### config.mk
export PLATFORM = sky130hd
export DESIGN_NAME = e203_exu_oitf_ctrl
export DESIGN_NICKNAME = d
export VERILOG_FILES = /design/src/rtl/e203_exu_oitf_ctrl.sv
export SDC_FILE = /design/constraint.sdc
export NUM_CORES = 1
export LEC_CHECK = 0
export ABC_AREA = 0
export BUFFER_PORTS_ARGS = -buffer_cell sky130_fd_sc_hd__buf_2
export CAP_MARGIN = 20
export CORE_UTILIZATION = 60
export CTS_CLUSTER_DIAMETER = 40
export DETAILED_ROUTE_END_ITERATION = 8
export GPL_TIMING_DRIVEN = 1
export PLACE_DENSITY = 0.84
export SLEW_MARGIN = 0
export SYNTH_ARGS = -nofsm -noshare
export SYNTH_HDL_FRONTEND = slang
export SYNTH_SLANG_ARGS = --single-unit
### constraint.sdc
create_clock -name clk -period 6.4 [get_ports clk]
set_input_delay 1.28 -clock clk [delete_from_list [all_inputs] [get_ports clk]]
set_output_delay 1.28 -clock clk [all_outputs]
set_load 0.02 [all_outputs]
### src/rtl/e203_exu_oitf_ctrl.sv
// Outstanding-instruction tracking FIFO: allocates an itag per dispatched
// long-pipe instruction, retires in order, and flags RAW/WAW hazards at dispatch.
module e203_exu_oitf_ctrl #(
    parameter int OITF_DEPTH = 4,
    parameter int ITAG_W     = 2,
    parameter int RFIDX_W    = 5,
    parameter int PC_W       = 32
) (
    input  logic               clk,
    input  logic               rst_n,
    input  logic               dis_ena,
    input  logic               disp_i_rdwen,
    input  logic [RFIDX_W-1:0] disp_i_rdidx,
    input  logic [PC_W-1:0]    disp_i_pc,
    input  logic               disp_i_rs1en,
    input  logic               disp_i_rs2en,
    input  logic [RFIDX_W-1:0] disp_i_rs1idx,
    input  logic [RFIDX_W-1:0] disp_i_rs2idx,
    input  logic               ret_ena,
    output logic               dis_ready,
    output logic [ITAG_W-1:0]  dis_ptr,
    output logic [ITAG_W-1:0]  ret_ptr,
    output logic [RFIDX_W-1:0] ret_rdidx,
    output logic               ret_rdwen,
    output logic [PC_W-1:0]    ret_pc,
    output logic               oitf_empty,
    output logic               oitf_full,
    output logic [ITAG_W:0]    oitf_cnt,
    output logic               oitfrd_match_disprs1,
    output logic               oitfrd_match_disprs2,
    output logic               oitfrd_match_disprd
);

    // Top bit of each pointer is the wrap flag; depth is a power of two so a
    // plain increment wraps the index and toggles the flag together.
    logic [ITAG_W:0]        alc_q;
    logic [ITAG_W:0]        ret_q;
    logic [OITF_DEPTH-1:0]  vld_q;
    logic                   rdwen_q [OITF_DEPTH];
    logic [RFIDX_W-1:0]     rdidx_q [OITF_DEPTH];
    logic [PC_W-1:0]        pc_q    [OITF_DEPTH];

    logic                   alc_fire;
    logic                   ret_fire;
    logic [ITAG_W-1:0]      alc_idx;
    logic [ITAG_W-1:0]      ret_idx;

    assign alc_idx    = alc_q[ITAG_W-1:0];
    assign ret_idx    = ret_q[ITAG_W-1:0];
    assign oitf_empty = (alc_idx == ret_idx) && (alc_q[ITAG_W] == ret_q[ITAG_W]);
    assign oitf_full  = (alc_idx == ret_idx) && (alc_q[ITAG_W] != ret_q[ITAG_W]);
    assign oitf_cnt   = alc_q - ret_q;
    assign dis_ready  = ~oitf_full;
    assign dis_ptr    = alc_idx;
    assign ret_ptr    = ret_idx;

    assign alc_fire   = dis_ena & ~oitf_full;
    assign ret_fire   = ret_ena & ~oitf_empty;

    assign ret_rdidx  = rdidx_q[ret_idx];
    assign ret_rdwen  = rdwen_q[ret_idx];
    assign ret_pc     = pc_q[ret_idx];

    always_ff @(posedge clk or negedge rst_n) begin
        if (!rst_n) begin
            alc_q <= '0;
            ret_q <= '0;
            vld_q <= '0;
        end else begin
            // Allocate and retire never target the same slot: that would need
            // the FIFO to be both full and empty.
            if (alc_fire) begin
                alc_q          <= alc_q + 1'b1;
                vld_q[alc_idx] <= 1'b1;
            end
            if (ret_fire) begin
                ret_q          <= ret_q + 1'b1;
                vld_q[ret_idx] <= 1'b0;
            end
        end
    end

    // Payload is qualified by the valid bits, so it is left out of reset.
    always_ff @(posedge clk) begin
        if (alc_fire) begin
            rdwen_q[alc_idx] <= disp_i_rdwen;
            rdidx_q[alc_idx] <= disp_i_rdidx;
            pc_q[alc_idx]    <= disp_i_pc;
        end
    end

    always_comb begin
        oitfrd_match_disprs1 = 1'b0;
        oitfrd_match_disprs2 = 1'b0;
        oitfrd_match_disprd  = 1'b0;
        for (int i = 0; i < OITF_DEPTH; i++) begin
            if (vld_q[i] && rdwen_q[i]) begin
                if (disp_i_rs1en && (rdidx_q[i] == disp_i_rs1idx)) oitfrd_match_disprs1 = 1'b1;
                if (disp_i_rs2en && (rdidx_q[i] == disp_i_rs2idx)) oitfrd_match_disprs2 = 1'b1;
                if (disp_i_rdwen && (rdidx_q[i] == disp_i_rdidx))  oitfrd_match_disprd  = 1'b1;
            end
        end
    end

endmodule

==> results of run 1 <==
-- sequential cells by signal, summed over array words and instances, names as in the netlist --
register  count
rdwen_q       4
rdidx_q      20
vld_q         4
ret_q         3
pc_q        128
alc_q         3
-- synthesized netlist by cell type, drive strengths merged (3+ instances only) --
| library cell | number | share of area (%) |
|---|---|---|
| and2 | 3 | 0.38 |
| mux4 | 38 | 12 |
| xor2 | 14 | 1.9 |
| clkbuf | 8 | 0.54 |
| ha | 10 | 1.8 |
| xnor2 | 52 | 6.6 |
| a2bb2oi | 3 | 0.38 |
| nand4 | 12 | 1.1 |
| edfxtp | 152 | 66 |
| o41a | 3 | 0.49 |
| buf | 17 | 1.5 |
| nor3 | 12 | 0.87 |
| inv | 9 | 0.49 |
| dfrtp | 10 | 3.6 |
| nand2 | 9 | 0.53 |
-- where the power goes --
part | switching (W) | internal [W]
Clock | 0.000386 | 0.000533
Sequential | 0.000195 | 0.00144
Combinational | 0.000776 | 0.000558
Total | 0.00136 | 0.00254
-- through the flow --
stage | worst slack [ns] | instances | hold slack (ns) | utilization (%)
after floorplan | 2.95 | 361 | 0.491 | -
after global placement | 2.79 | 581 | 0.515 | 67.6
after detailed placement | 2.78 | 581 | 0.515 | 67.6
after CTS | 2.52 | 612 | 0.530 | 72.5
after global routing | 2.40 | 612 | 0.536 | 72.5
final | 2.55 | 612 | 0.528 | 72.5
-- area by class of cell --
class / instances / share of cell area (%)
multi-input combinational: 165 / 23.8
clock inverter: 12 / 1.38
sequential: 162 / 60.2
tap: 140 / 2.19
clock buffer: 19 / 5.41
inverter: 9 / 0.422
timing repair buffer: 105 / 6.60
-- kinds of logic (layout without fill, tap and decap cells) --
logic type	Yosys count	in the layout	synth area share (%)
compound gates	12	12	1.58
simple gates	38	38	2.99
flops	162	162	69.8
xor+xnor	66	66	8.49
buf+inv	34	145	2.58
mux	38	38	12.4
fa+ha+maj	11	11	2.11
-- worst register-to-register path: cells and delay by family (launching register included) --
family	cells	cell delay, ns
AO/OA/AOI/OAI	1	0.29
AND/OR/NAND/NOR	1	0.15
buffers and inverters	2	0.99
flip-flops	1	1.08
adder cells (fa/ha/maj)	1	0.41
-- how the worst max path moves through the flow --
stage                                 endpoint  slack [ns]
final                               oitf_empty        2.55
after global routing                oitf_empty        2.40
after CTS                           ret_pc[30]        2.52
after detailed placement  oitfrd_match_disprs2        2.78
after global placement     oitfrd_match_disprd        2.79
after floorplan            oitfrd_match_disprd        2.95
-- per-layer routing --
metal | routed length, um | vias up
met4 | 201 | 0
li1 | - | 1598
met3 | 724 | 17
met2 | 6710 | 118
met5 | 0 | -
met1 | 5060 | 1856
==> metrics.yaml, run 1 <==
detailed_routing:
  drt-wirelength-per-cell_um: 20.7
  drtPass1Iterations: 4
  drc: 0
  viasPerCell: 5.86
  ant_nets: 0
  drt_iter0_markers: 280
  totalWireLength_mm: 12.7
  vias: 3589
worst_setup_path:
  r2r_start: "ret_q[1]"
  path_delay_family: "flip-flops"
  critPathKind: "flop to primary output"
  timing.critical_path.buf_inv: 2
  path_cells: "inv_1 -> ha_1 -> nand2_1 -> nor2_1 -> buf_2"
  path_max_fanout: 43
  startpoint: "ret_q[1]"
  r2r_end: "pc_q[3][8]"
  worst_path_max_delay_cell: "dfrtp_2"
  cp_data_required_time_ns: 5.12
  rrSetupSlack_ns: 3.08
  arrival_ns: 2.57
  startpoint_type: "flop"
  worst-r2r-cell-count: 5
  endpoint_kind: "primary output"
  max_stage_delay_ns: 1.08
  cp.depth: 5
grt:
  grt_pass1_wl_mm: 19.0
  grt_antenna_before_repair: 0
  grt_pass1_vias: 3663
  grt_util_met1_pct: 26.8
  grt_start_max_net_pins: 44
  met2_usage_pct: 39.8
  grt_usage_pct: 22.8
  overflow: 0
  use_met3_pct: 6.63
  top_usage_layer: "met2"
synthesis:
  synthesis.instances: 361
  synth_enable_flop_cells: 152
  synth_nets: 426
  yosys_warnings: 0
  ys.flop_type: "edfxtp_1"
  async_reset_ff_share_pct: 6.17
  yosys.cell_types.count: 27
  synth_area_um2: 6890
  avgSynthCellArea_um2: 19.1
  yosys_register_bits: 162
  seq_area_frac_synth_pct: 69.8
clock_tree:
  postCtsHoldBufs: 0
  cts_resized: 0
  path_clk_slew_ns: 0.06
  numCtsBuffers: 17
  htree_levels: 4
  cts_setup_buffers: 0
  cts.root.buffer_cell: "clkbuf_16"
  clock_latency_ns: 0.41
  clock-sinks: 162
  clock_path_buffers: 2
  cts_tree: "built"
power_and_ir_drop:
  leakagePower_nw: 2.80
  ir_drop_mv: 0.308
  power_density_nw_per_um2: 487
  power_w: 0.00389
die:
  coreArea_um2: 11000
  die_area_um2: 11900
  ios: 105
  die_w_um: 109
  num_rows: 38
  start_util_pct: 62.5
  die_h_um: 109
sta:
  tns_ns: 0
  skew_ns: 0.00869
  setup_viol: 0
  finalHoldViolCount: 0
  fin_crit_ns: 3.85
  relSlewSlack_pct: 28.0
  min_period_over_period_pct: 60.1
  finalMaxSlewViolations: 0
  tightest_slew_ns: 1.08
  rsz0062_at_grt: "no"
  max_freq_ghz: 0.260
outcome:
  status: "complete, no violations"
place:
  gp_congestion: 0.841
  post-dp-hpwl_mm: 7.70
  postPlaceCellArea_um2: 7460
  io_buffer_count: 104
min_path:
  whs_path_depth: 1
  hold_path_end: "ret_q[2]"
  hold_path_startpoint: "ret_q[2]"
  hp-class: "flop to flop"
run:
  cap_violations: 0
final_layout:
  multi_input_area_um2: 1900
  area_growth_syn_to_layout_pct: 16.0
  fin_area_um2: 8000
  fin_nets: 525
  regArea_um2: 4820
  fill_cells: 664
  final_cell_mix: "edfxtp_1 (152), buf_2 (104), xnor2_1 (52)"
  final_common_cell: "edfxtp_1"
  antenna_cells: 0
  drive_gt1_share_pct: 38.1
(Power assumes the default switching activity.)
==> inputs of run 2 (changes only) <==
--- a/config.mk
+++ b/config.mk
@@ -8,11 +8,11 @@
 export ABC_AREA = 0
 export BUFFER_PORTS_ARGS = -buffer_cell sky130_fd_sc_hd__buf_2
 export CAP_MARGIN = 20
-export CORE_UTILIZATION = 60
+export CORE_UTILIZATION = 51
 export CTS_CLUSTER_DIAMETER = 40
 export DETAILED_ROUTE_END_ITERATION = 8
 export GPL_TIMING_DRIVEN = 1
-export PLACE_DENSITY = 0.84
+export PLACE_DENSITY = 0.76
 export SLEW_MARGIN = 0
 export SYNTH_ARGS = -nofsm -noshare
 export SYNTH_HDL_FRONTEND = slang
==> constraint.sdc (replaced) <==
create_clock -name clk -period 3.2 [get_ports clk]
set_input_delay 0.64 -clock clk [delete_from_list [all_inputs] [get_ports clk]]
set_output_delay 0.64 -clock clk [all_outputs]
set_load 0.02 [all_outputs]
==> run 2 against run 1 <==
Net effect: design area increased by 2.8%; via count grew 0.31%; global-route usage down 2.4 points; power rose by 110%; wire length grew 5.3%; sequential power grew 95%; count of clock-buffer cells in the layout shrank 2; non-clock buffer count increased by 2; critical path type unchanged; largest cell class unchanged.
==> metrics.yaml, run 2 (synthesized netlist as in run 1, its figures left out) <==
sta:
  max_freq_ghz: 0.355
  relSlewSlack_pct: 57.9  # +30 points
  fin_crit_ns: 2.82
  min_period_over_period_pct: 88.0
  finalMaxSlewViolations: 0  # unchanged
  rsz0062_at_grt: "no"
  tns_ns: 0  # unchanged
  skew_ns: 0.00822  # -0.000469 ns
  tightest_slew_ns: 0.631  # -0.449 ns
  finalHoldViolCount: 0  # unchanged
  setup_viol: 0  # unchanged
detailed_routing:
  totalWireLength_mm: 13.4  # +5.3%
  vias: 3600  # +0.31%
  drc: 0  # unchanged
  drtPass1Iterations: 4  # unchanged
  drt-wirelength-per-cell_um: 20.5  # -1.3%
  viasPerCell: 5.51  # -6.0%
  drt_iter0_markers: 226  # -19%
  ant_nets: 0  # unchanged
worst_setup_path:
  max_stage_delay_ns: 0.68  # -0.40 ns
  worst_path_max_delay_cell: "dfrtp_2"
  path_max_fanout: 28  # -35%
  startpoint: "ret_q[0]"
  rrSetupSlack_ns: 0.71  # -2.37 ns
  r2r_start: "ret_q[1]"
  worst-r2r-cell-count: 6  # +1
  arrival_ns: 2.18  # -0.39 ns
  r2r_end: "pc_q[3][7]"
  critPathKind: "flop to primary output"
  endpoint_kind: "primary output"
  cp_data_required_time_ns: 2.56  # -2.56 ns
  timing.critical_path.buf_inv: 2  # unchanged
  path_delay_family: "flip-flops"
  worstSetupEndpoint: "ret_pc[27]"
  startpoint_type: "flop"
  cp.depth: 3  # -2
  path_cells: "buf_12 -> mux4_2 -> buf_2"
grt:
  grt_usage_pct: 20.4  # -2.4 points
  grt_start_max_net_pins: 40  # -9.1%
  grt_antenna_before_repair: 2  # +2
  overflow: 0  # unchanged
  grt_pass1_wl_mm: 20.5  # +8.0%
  grt_pass1_vias: 3735  # +2.0%
final_layout:
  multi_input_area_um2: 1900  # unchanged
  area_growth_syn_to_layout_pct: 19.3
  reg_top3: "pc_q: 128 flops, rdidx_q: 20 flops"
  final_common_cell: "edfxtp_1"
  drive_gt1_share_pct: 39.2  # +1.0 points
  fin_nets: 527  # +0.38%
  largest_reg_flops: 128  # unchanged
  fill_cells: 911  # +37%
  final_cell_mix: "edfxtp_1 (152), buf_2 (104), xnor2_1 (52)"
  regArea_um2: 4820  # unchanged
  fin_area_um2: 8220  # +2.8%
  regMostFlops: "pc_q"
die:
  ios: 105  # unchanged
  die_area_um2: 14000  # +17%
  start_util_pct: 52.3  # -10 points
  die_w_um: 118  # +8.3%
  die_h_um: 118  # +8.3%
  coreArea_um2: 13200  # +20%
  num_rows: 42  # +11%
place:
  postPlaceCellArea_um2: 7540  # +1.1%
  gp_congestion: 0.862  # +2.5%
  post-dp-hpwl_mm: 8.79  # +14%
  io_buffer_count: 104  # unchanged
min_path:
  hp-class: "primary input to asynchronous set/reset pin"
power_and_ir_drop:
  pwr-share-clk_pct: 27.3  # +3.7 points
  ir_drop_mv: 0.669  # +120%
  swShare_pct: 33.5  # -1.3 points
  power_density_nw_per_um2: 1010  # +110%
  leakagePower_nw: 2.89  # +3.0%
  pwr-share-comb_pct: 34.1  # -0.2 points
  p_switching_w: 0.00278  # +100%
  internal_power_w: 0.00551  # +120%
  seqPwrFrac_pct: 38.5  # -3.6 points
clock_tree:
  cts_resized: 0  # unchanged
  clock_latency_ns: 0.42  # about the same
  clock-sinks: 162  # unchanged
  cts.root.buffer_cell: "clkbuf_16"
  cts_tree: "built"
  htree_levels: 4  # unchanged
  path_clk_slew_ns: 0.06  # about the same
  clock_path_buffers: 2  # unchanged
  numCtsBuffers: 17  # unchanged
  postCtsHoldBufs: 0  # unchanged
  cts_setup_buffers: 0  # unchanged
outcome:
  status: "complete, no violations"
run:
  cap_violations: 0  # unchanged
## run 2: routing by layer
metal / wire [um] / vias to the layer above / share of wire (%) / track usage, %
li1: - / 1614 / - / -
met2: 6580 / 125 / 49 / 32.6
met4: 153 / 2 / 1.1 / 7.21
met5: 10 / - / 0.075 / 0
met3: 746 / 15 / 5.6 / 5.79
met1: 5870 / 1844 / 44 / 26.8
## run 2: through the flow
stage                     hold slack [ns]  power, W  setup slack, ns  instances  util (%)
after floorplan                     0.344   0.00519            0.356        361         -
after global placement              0.515   0.00604            0.766        619      57.2
after detailed placement            0.518   0.00610            0.696        619      57.2
after CTS                          0.0725   0.00837            0.293        651      62.3
after global routing               0.0861   0.00866            0.209        651      62.3
final                              0.0805   0.00829            0.385        653      62.4
## run 2: how the worst min path moves through the flow
stage / startpoint / to / slack (ns) / depth (start not counted)
2_1_floorplan: rst_n / alc_q[0] / 0.34 / 0
3_3_place_gp: rst_n / alc_q[2] / 0.52 / 1
3_5_place_dp: rst_n / ret_q[2] / 0.52 / 1
4_1_cts: rst_n / vld_q[1] / 0.07 / 1
5_1_grt: rst_n / vld_q[3] / 0.09 / 1
6_report: rst_n / vld_q[3] / 0.08 / 1
## run 2: power groups by stage
stage | sequential, W | clock [W] | combinational, W
2_1_floorplan | 0.00307 | 0 | 0.00212
3_3_place_gp | 0.00320 | 0 | 0.00284
3_5_place_dp | 0.00324 | 0 | 0.00286
4_1_cts | 0.00320 | 0.00229 | 0.00288
5_1_grt | 0.00325 | 0.00237 | 0.00304
6_report | 0.00319 | 0.00226 | 0.00283
## run 2: final cells by class
cell class	count	area share [%]
antenna	2	0.0609
sequential	162	58.6
multi-input combinational	165	23.1
tap	176	2.68
clock inverter	15	3.07
inverter	9	0.411
timing repair buffer	107	6.91
clock buffer	17	5.17
